## src/rtl/inv_rotate_unit.sv

```systemverilog
// inv_rotate_unit: undoes the encoder's lane rotation over the 25-lane state memory.
// Each lane is fetched, rotated right one bit per clock by its fixed offset, then written back in place.
module inv_rotate_unit #(
    parameter int LANE_W = 64,
    parameter int ADDR_W = 5,
    parameter int CNT_W  = 6
) (
    input  logic              clk,
    input  logic              reset_n,
    input  logic              start,
    output logic              Ready,
    output logic              Done,
    output logic              mem_read,
    output logic              mem_write,
    output logic [ADDR_W-1:0] mem_addr,
    input  logic [LANE_W-1:0] mem_rdata,
    output logic [LANE_W-1:0] mem_wdata
);
    typedef enum logic [3:0] {IDLE, INIT, REQ, FETCH, LOADCNT, ROTATE, WRITE, NEXT, FINISH} state_t;

    state_t            state_q, state_d;
    logic [ADDR_W-1:0] idx_q, idx_d;
    logic [CNT_W-1:0]  rcnt_q, rcnt_d;
    logic [LANE_W-1:0] data_q, data_d;
    logic [5:0]        ofs_raw;
    logic [CNT_W-1:0]  ofs;

    always_comb begin
        ofs_raw = 6'd0;
        case (int'(idx_q))
            1:  ofs_raw = 6'd1;
            2:  ofs_raw = 6'd62;
            3:  ofs_raw = 6'd28;
            4:  ofs_raw = 6'd27;
            5:  ofs_raw = 6'd36;
            6:  ofs_raw = 6'd44;
            7:  ofs_raw = 6'd6;
            8:  ofs_raw = 6'd55;
            9:  ofs_raw = 6'd20;
            10: ofs_raw = 6'd3;
            11: ofs_raw = 6'd10;
            12: ofs_raw = 6'd43;
            13: ofs_raw = 6'd25;
            14: ofs_raw = 6'd39;
            15: ofs_raw = 6'd41;
            16: ofs_raw = 6'd45;
            17: ofs_raw = 6'd15;
            18: ofs_raw = 6'd21;
            19: ofs_raw = 6'd8;
            20: ofs_raw = 6'd18;
            21: ofs_raw = 6'd2;
            22: ofs_raw = 6'd61;
            23: ofs_raw = 6'd56;
            24: ofs_raw = 6'd14;
            default: ofs_raw = 6'd0;
        endcase
    end

    // Offsets reduce mod LANE_W, which for power-of-two widths is a low-bit mask.
    assign ofs = CNT_W'(ofs_raw) & CNT_W'(LANE_W - 1);

    always_comb begin
        state_d = state_q;
        idx_d   = idx_q;
        rcnt_d  = rcnt_q;
        data_d  = data_q;
        case (state_q)
            IDLE:    if (start) state_d = INIT;
            INIT: begin
                idx_d   = '0;
                rcnt_d  = '0;
                data_d  = '0;
                state_d = REQ;
            end
            REQ:     state_d = FETCH;
            FETCH: begin
                data_d  = mem_rdata;
                state_d = LOADCNT;
            end
            LOADCNT: begin
                rcnt_d  = ofs;
                state_d = ROTATE;
            end
            ROTATE: begin
                if (rcnt_q != '0) begin
                    data_d = {data_q[0], data_q[LANE_W-1:1]};
                    rcnt_d = rcnt_q - 1'b1;
                end else begin
                    state_d = WRITE;
                end
            end
            WRITE:   state_d = (idx_q == ADDR_W'(24)) ? FINISH : NEXT;
            NEXT: begin
                idx_d   = idx_q + 1'b1;
                state_d = REQ;
            end
            FINISH:  state_d = IDLE;
            default: state_d = IDLE;
        endcase
    end

    always_ff @(posedge clk or negedge reset_n) begin
        if (!reset_n) begin
            state_q <= IDLE;
            idx_q   <= '0;
            rcnt_q  <= '0;
            data_q  <= '0;
        end else begin
            state_q <= state_d;
            idx_q   <= idx_d;
            rcnt_q  <= rcnt_d;
            data_q  <= data_d;
        end
    end

    assign Ready     = (state_q == IDLE);
    assign Done      = (state_q == FINISH);
    assign mem_read  = (state_q == REQ);
    assign mem_write = (state_q == WRITE);
    assign mem_addr  = idx_q;
    assign mem_wdata = data_q;
endmodule

```

## config.mk

```make
export PLATFORM = sky130hd
export DESIGN_NAME = inv_rotate_unit
export DESIGN_NICKNAME = d
export VERILOG_FILES = /design/src/rtl/inv_rotate_unit.sv
export SDC_FILE = /design/constraint.sdc
export NUM_CORES = 1
export LEC_CHECK = 0
export BUFFER_PORTS_ARGS = -buffer_cell sky130_fd_sc_hd__buf_4
export CORE_AREA = 2 2 90 92
export DETAILED_ROUTE_END_ITERATION = 10
export DIE_AREA = 0 0 92 94
export PLACE_DENSITY = 0.95
export SETUP_SLACK_MARGIN = 0.5
export SLEW_MARGIN = 0
export SYNTH_ARGS = -nofsm -noshare
export SYNTH_HDL_FRONTEND = slang
export SYNTH_SLANG_ARGS = --single-unit
```

## constraint.sdc

```tcl
create_clock -name clk -period 4.26 [get_ports clk]
set_input_delay 0.426 -clock clk [delete_from_list [all_inputs] [get_ports clk]]
set_output_delay 0.426 -clock clk [all_outputs]
set_load 0.05 [all_outputs]
```

==> results.cfg, run 1 <==
[outcome]
outcome = completed

[synth]
syn_area_per_cell_um2 = 9.00
synth_edf_count = 0
synth_area_leaders = dfrtp_1 48%, a22oi_1 12%, a21oi_1 9.2%, nor2_1 7.6%, buf_2 2.9%
ys_types = 44
syn_area_um2 = 4150
netlist.top_cell.by_area = dfrtp_1
synth_top_area_share = 0.476
syn_inst = 461
yosysWarningCount = 0
synthArstFlopShare = 1.00
synth_ff_type = dfrtp_1
synth_fp_nets = 537
synth-seq-cells = 79
yosysSeqAreaShare = 0.476

[timing]
drv_slew = 0
post-route-period-util = 0.624
maxSlewHeadroom = 0.227
skew_ns = 0.0130
period_needed_ns = 2.66
worst_pin_slew_ns = 1.16
rsz0062_at_grt = false
finalHoldViolations = 0
setup_violations = 0
fmax_mhz = 376
tns_ns = 0

[setup_path]
crit_path_start = state_q[2]
cp-end-kind = flip-flop
critical_path.max_fanout = 66
cp-start-kind = flip-flop
crit_family = flip-flops
path_class = reg -> reg
regToRegStartpoint = state_q[2]
slowest_delay_ns = 0.85
cp.required_ns = 4.50
crit_buf_inv = 1
crit_chain = nand2b_1 > nor3b_4 > buf_4 > and3_1 > a21oi_1 > o31ai_1
cpMaxStageDelayCell = dfrtp_1
crit_arrival_ns = 2.90

[finish]
drive_above_1_share = 0.284
final_cell_mix = 142 x buf_4, 84 x nor2_1, 79 x dfrtp_1
fillers = 571
area_delta_synth_final_pct = 30.1
nNetsFinal = 649
fin_area_um2 = 5400
final_common_cell = buf_4
insertedDiodeCount = 0

[die]
io_pins = 140
fp-row-count = 32
die_height_um = 94
start_util = 0.545
die_x_um = 92
die_area_um2 = 8650
core-area_um2 = 7610

[placement]
dpl_cell_area_um2 = 5160
hpwl_um = 7280
portBuffers = 139
gp_congestion = 0.848

[clock_network]
worstSkewPairLatency_ns = 0.33
cts_tree = built
clk_pin_slew_ns = 0.08
cts-root-buf = clkbuf_8
post_cts_buffers = 0
hold_buffers = 0
cts.repair.resized = 0
cts_buffers = 9
htreeDepth = 3
numClockSinks = 79
clockBufferDepth = 2

[global_routing]
grt_max_degree = 129
grt_pass1_vias = 3581
grt_pass1_wl_um = 17000
grt_overflow = 0
antenna_found_initial = 0
track_usage = 0.240

[worst_hold_path]
hold_path.class = in -> async

[detailed_routing]
drtIter0Drc = 204
route.detailed.drc = 0
routed_wl_um = 10600
antenna_left = 0
vias_per_cell = 5.76
first_pass_iters = 6
vias = 3920
wl_per_cell_um = 15.7

[power_and_ir_drop]
power.total_mw = 1.74
power_leakage_nw = 2.56
p_per_area_nw_per_um2 = 323
vdd_drop_max_mv = 0.179

[job]
cap_violations = 0
[power breakdown]
part | internal, mW | total, mW | leakage, nW | switching [mW]
Sequential | 0.780 | 0.808 | 0.920 | 0.0275
Combinational | 0.101 | 0.268 | 1.52 | 0.167
Clock | 0.394 | 0.666 | 0.117 | 0.272
Total | 1.28 | 1.74 | 2.56 | 0.466
[final cells by class]
type | count | area [um^2] | share of cell area
clock buffers | 10 | 128 | 0.0236
multi-input cells | 332 | 1950 | 0.362
repair buffers | 142 | 1070 | 0.197
flip-flops and latches | 79 | 1980 | 0.366
inverters | 9 | 33.8 | 0.00626
well taps | 102 | 128 | 0.0236
clock inverters | 6 | 115 | 0.0213
[synthesized netlist by cell type (4+ instances only)]
master,n
o21ai_1,4
a22oi_1,65
nor2_1,84
nor3_1,9
ha_1,9
buf_4,7
a21oi_1,76
clkbuf_1,8
dfrtp_1,79
nor2b_1,6
buf_2,24
nand2_1,8
o21ai_0,18
inv_1,8
nand3_1,9
and3_1,4
nand2b_1,5
[layer usage]
metal  global-route usage  wire length [um]
met5                    0                 0
met4               0.0672               148
met3               0.0522               784
met2                0.386              5090
met1                0.332              4620
[sequential cells by signal, indices dropped and copies added (netlist names)]
| signal | count |
|---|---|
| rcnt_q | 6 |
| mem_addr | 5 |
| mem_wdata | 64 |
| state_q | 4 |
[through the flow]
step           cells  worst slack, ns  hold WS, ns   util
2_1_floorplan    461             1.33        0.130      -
3_3_place_gp     664             1.77        0.476  0.678
3_5_place_dp     664             1.66        0.517  0.678
4_1_cts          680             1.66        0.283  0.710
5_1_grt          680             1.40        0.316  0.710
6_report         680             1.60        0.231  0.710
[worst paths after layout]
| path | end | slack (ns) | cells past startpoint |
|---|---|---|---|
| max | rcnt_q[3] | 1.60 | 6 |
| min | mem_wdata[8] | 0.23 | 1 |
| min reg2reg | rcnt_q[5] | 0.53 | 2 |
| max reg2reg | rcnt_q[3] | 1.60 | 6 |
| min in group clk | mem_wdata[53] | 0.41 | 3 |
| max in group asynchronous | rcnt_q[5] | 3.37 | 1 |
[kinds of logic after synthesis]
group | share of synthesized area
adders and majority gates | 0.0271
and+or+nand+nor | 0.147
muxes | 0.0106
buffers and inverters | 0.0588
AOI/OAI and AO/OA | 0.280
DFF | 0.476
(Power assumes the default switching activity.)
==> inputs of run 2 (changes only) <==
- ABC_AREA: unset -> 1
- CORE_AREA: 2 2 90 92 -> 2 2 98 100
- DIE_AREA: 0 0 92 94 -> 0 0 100 102
- PLACE_DENSITY: 0.95 -> 0.9
- clock period: 4.26 -> 2.72 ns (I/O delays scaled with it)
==> run 2 against run 1 <==
  * Wire length up 13%
  * Clock power up 25%
  * Total power up 45%
  * Flip-flop and latch count unchanged
  * Final area increased by 7.3%
  * Utilization fell by 7.4 points
  * Setup slack lost 0.83 ns
  * First-iteration DRC count increased by 26%
  * Clock skew about the same
==> results.cfg, run 2 <==
[timing]
layout_setup_ws_ns = 0.774
fmax_mhz = 514
worst_pin_slew_ns = 1.02
drv_slew = 0
setup_violations = 0
worst_hold_slack_ns = 0.0885
period_needed_ns = 1.95
rsz0062_at_grt = false
post-route-period-util = 0.715
maxSlewHeadroom = 0.323
finalHoldViolations = 0
tns_ns = 0
skew_ns = 0.0129

[detailed_routing]
antenna_left = 0
route.detailed.drc = 0
vias = 4522
vias_per_cell = 5.33
routed_wl_um = 12000
wl_per_cell_um = 14.2
first_pass_iters = 4
drtIter0Drc = 257

[setup_path]
crit_arrival_ns = 1.67
cp.required_ns = 2.45
cp-start-kind = flip-flop
crit_family = flip-flops
crit_chain = inv_1 > nand2_1 > nor3_1 > buf_4
cp-end-kind = primary output
path_class = reg -> out
r2r_end = mem_wdata[40]
rrSetupSlack_ns = 0.91
reg2reg_depth = 8
crit_buf_inv = 2
regToRegStartpoint = state_q[1]
critical_path.max_fanout = 6
slowest_delay_ns = 0.46
cpMaxStageDelayCell = dfrtp_1

[clock_network]
cts-root-buf = clkbuf_8
worstSkewPairLatency_ns = 0.36
clockBufferDepth = 2
cts_buffers = 9
cts_tree = built
post_cts_buffers = 0
hold_buffers = 0
cts.repair.resized = 0
numClockSinks = 79
htreeDepth = 3
clk_pin_slew_ns = 0.09

[outcome]
outcome = completed

[die]
die_area_um2 = 10200
fp-row-count = 35
core-area_um2 = 9110
start_util = 0.506
die_x_um = 100
io_pins = 140
die_height_um = 102

[finish]
fin_area_um2 = 5790
drive_above_1_share = 0.236
final_cell_mix = 139 x buf_4, 116 x o21ai_0, 112 x nand2_1
largest_reg_flops = 64
fin_cells = 849
insertedDiodeCount = 0
final_common_cell = buf_4
nNetsFinal = 809
area_delta_synth_final_pct = 25.7

[global_routing]
grt_max_degree = 129
track_usage = 0.232
grt_overflow = 0
grt_pass1_wl_um = 19100
grt_pass1_vias = 4109
antenna_found_initial = 0

[placement]
portBuffers = 139
gp_congestion = 0.871
pre_cts_ws_ns = 0.927
dp.cells = 833
dpl_cell_area_um2 = 5610
hpwl_um = 8310

[synth]
synth_ff_type = dfrtp_1
synth-seq-cells = 79
synth_area_leaders = dfrtp_1 43%, o21ai_0 13%, nand3_1 10%, nand2_1 9.1%, inv_1 7.3%
ys_types = 30
yosysWarningCount = 0
netlist.top_cell.by_area = dfrtp_1
syn_inst = 618
syn_area_per_cell_um2 = 7.45
synth_fp_nets = 694
synthArstFlopShare = 1.00
synthMostInstantiatedCell = o21ai_0
synth_top_area_share = 0.429
synth_edf_count = 0
syn_area_um2 = 4610
yosys-top-cells-count = 116 x o21ai_0, 112 x nand2_1, 96 x nand3_1, 90 x inv_1, 79 x dfrtp_1
yosysSeqAreaShare = 0.429

[power_and_ir_drop]
vdd_drop_max_mv = 0.263
power_leakage_nw = 3.01
p_per_area_nw_per_um2 = 437

[worst_hold_path]
hold_path.class = in -> async

[job]
cap_violations = 0
[run 2: cell count changes in the layout (fill, tap and decap cells not counted), moves of 5 or more]
| cell | delta |
|---|---|
| a21oi_1 | -63 |
| a22oi_1 | -65 |
| inv_1 | +80 |
| nand2_1 | +104 |
| nand2b_1 | -5 |
| nand3_1 | +87 |
| nor2_1 | -64 |
| nor2b_1 | -6 |
| nor3_1 | -6 |
| o21ai_0 | +98 |
| o21ai_1 | +11 |
[run 2: how the worst max path moves through the flow]
stage | from | to | slack [ns] | depth (start not counted)
final | state_q[0] | Done | 0.77 | 4
after CTS | state_q[2] | mem_read | 0.59 | 6
after floorplan | state_q[3] | state_q[0] | 0.55 | 7
after detailed placement | state_q[1] | mem_wdata[40] | 0.93 | 8
after global routing | state_q[2] | mem_read | 0.66 | 6
after global placement | state_q[2] | mem_read | 1.02 | 6
[run 2: layout make-up]
class                           instances  area (um^2)
Inverter                               93          352
Sequential cell                        79         1980
Multi-Input combinational cell        407         2020
Fill cell                             792         3320
Tap cell                              111          139
Timing Repair Buffer                  143         1120
Clock buffer                            9          124
Clock inverter                          7         55.1
[run 2: metal layers]
metal	part of all wire	routed length [um]	GRT usage
met5	0	0	0
met4	0.010	126	0.0622
met3	0.068	818	0.0390
met2	0.48	5790	0.387
met1	0.44	5300	0.317
[run 2: kinds of logic (layout without fill, tap and decap cells)]
group	after synthesis	count (layout)	synth area share
AOI/OAI and AO/OA	149	149	0.167
xor gates and xnor gates	3	3	0.00570
adders and majority gates	9	9	0.0244
buffers and inverters	132	252	0.132
DFF	79	79	0.429
and+or+nand+nor	246	246	0.242
[run 2: power breakdown]
part	switching (mW)	internal (mW)
clock network	0.487	0.345
logic	0.291	0.159
registers	0.0301	1.22
[run 2: through the flow]
step	utilization	total power [mW]
global route	0.636	2.63
floorplan	-	1.52
detailed placement	0.616	1.73
CTS	0.636	2.55
global placement	0.616	1.72
finish	0.636	2.53
==> inputs of run 3 (changes only) <==
- clock period: 2.72 -> 1.8 ns (I/O delays scaled with it)
==> run 3 against run 2 <==
  * Final area up 21%
  * Die area is the same
  * Clock skew increased by 0.0021 ns
==> results.cfg, run 3 (same netlist as run 2, synthesis figures left out) <==
[outcome]
outcome = completed

[setup_path]
path_class = reg -> reg
r2r_end = mem_wdata[52]
crit_chain = inv_2 > nand2_4 > nor2_4 > nand2_8 > o21ai_4 > buf_4 > buf_16 > nand2_1 > o21ai_1
slowest_delay_ns = 0.43
rrSetupSlack_ns = 0.10
crit_arrival_ns = 1.98
cpMaxStageDelayCell = dfrtp_1
crit_family = buffers and inverters
reg2reg_depth = 9
cp-end-kind = flip-flop
cp-start-kind = flip-flop
crit_buf_inv = 3
regToRegStartpoint = state_q[1]
cp.required_ns = 2.08
critical_path.max_fanout = 27

[timing]
skew_ns = 0.0150
setup_violations = 0
maxSlewHeadroom = 0.734
post-route-period-util = 0.944
worst_pin_slew_ns = 0.397
finalHoldViolations = 0
tns_ns = 0
layout_setup_ws_ns = 0.102
rsz0062_at_grt = true
period_needed_ns = 1.70
drv_slew = 0
fmax_mhz = 589

[die]
fp-row-count = 35
die_area_um2 = 10200
io_pins = 140
start_util = 0.506
die_height_um = 102
die_x_um = 100
core-area_um2 = 9110

[placement]
portBuffers = 139
pre_cts_ws_ns = 0.172
hpwl_um = 8950
gp_congestion = 0.898

[finish]
final_cell_mix = 159 x buf_4, 92 x nand3_1, 84 x nand2_1
fin_util = 0.766
area_delta_synth_final_pct = 51.5
nNetsFinal = 868
final_common_cell = buf_4
insertedDiodeCount = 0
largest_reg_flops = 64
drive_above_1_share = 0.383

[detailed_routing]
routed_wl_um = 17000
first_pass_iters = 6
wl_per_cell_um = 18.8
antenna_left = 0
vias = 5317
drtIter0Drc = 397
vias_per_cell = 5.86
route.detailed.drc = 0

[global_routing]
grt_overflow = 0
grt_pass1_wl_um = 23500
track_usage = 0.293
antenna_found_initial = 0
grt_max_degree = 59
grt_pass1_vias = 4863

[clock_network]
clk_pin_slew_ns = 0.09
cts-root-buf = clkbuf_8
cts_tree = built
cts_buffers = 9
worstSkewPairLatency_ns = 0.37
clockBufferDepth = 2
numClockSinks = 79
htreeDepth = 3

[worst_hold_path]
hold_path.class = in -> reg
hold_depth = 5
min-delay-start = mem_rdata[35]
min_to = mem_wdata[35]

[power_and_ir_drop]
power_leakage_nw = 3.46
vdd_drop_max_mv = 0.373
p_per_area_nw_per_um2 = 547

[job]
cap_violations = 0
run 3: through the flow:
| stage | power [mW] | hold WS, ns | area, um^2 | std cells |
|---|---|---|---|---|
| finish | 3.82 | 0.162 | 6980 | 907 |
| global route | 3.94 | 0.181 | 6980 | 907 |
| detailed placement | 2.62 | 0.0924 | 5790 | 840 |
| floorplan | 2.30 | -0.116 | 4750 | 618 |
| global placement | 2.61 | 0.0818 | 5790 | 840 |
| CTS | 3.75 | 0.166 | 6600 | 893 |
run 3: cell type report:
type                            instances  area (um^2)
Tap cell                              111          139
Fill cell                             604         2130
Timing Repair inverter                  1         5.00
Clock buffer                            9          124
Timing Repair Buffer                  201         1970
Sequential cell                        79         1990
Multi-Input combinational cell        407         2340
Inverter                               93          383
Clock inverter                          6         38.8
run 3: worst max-delay path by stage:
stage,start,end,depth (start not counted)
after floorplan,state_q[3],state_q[0],7
after global placement,state_q[1],mem_wdata[24],7
after detailed placement,state_q[1],mem_wdata[27],8
after CTS,state_q[3],mem_read,6
after global routing,state_q[1],mem_wdata[52],9
final,state_q[1],mem_wdata[52],9
run 3: power by group:
group | leakage (nW) | internal [mW] | switching (mW) | total [mW]
Sequential | 0.913 | 1.85 | 0.0500 | 1.90
Clock | 0.0809 | 0.488 | 0.702 | 1.19
Combinational | 2.47 | 0.260 | 0.474 | 0.734
run 3: worst reg2reg max path, delay by kind of cell, from the launching register on:
family / cells / cell delay [ns]
flops: 1 / 0.43
compound gates: 2 / 0.24
simple gates: 4 / 0.44
buf+inv: 3 / 0.51
run 3: what timing repair did:
item	4_1_cts	5_1_grt
setup endpoints to repair	84	85
pin swaps	9	9
gates cloned	8	7
hold buffers	1	0
setup buffers	29	7
gates resized for setup	61	56
hold endpoints to repair	21	0
run 3: routing by layer:
metal	track usage	vias to the layer above	wire length (um)
met3	0.0349	81	1390
met4	0.159	0	848
met5	0	-	0
met1	0.350	2495	6280
li1	-	2368	-
met2	0.520	373	8510
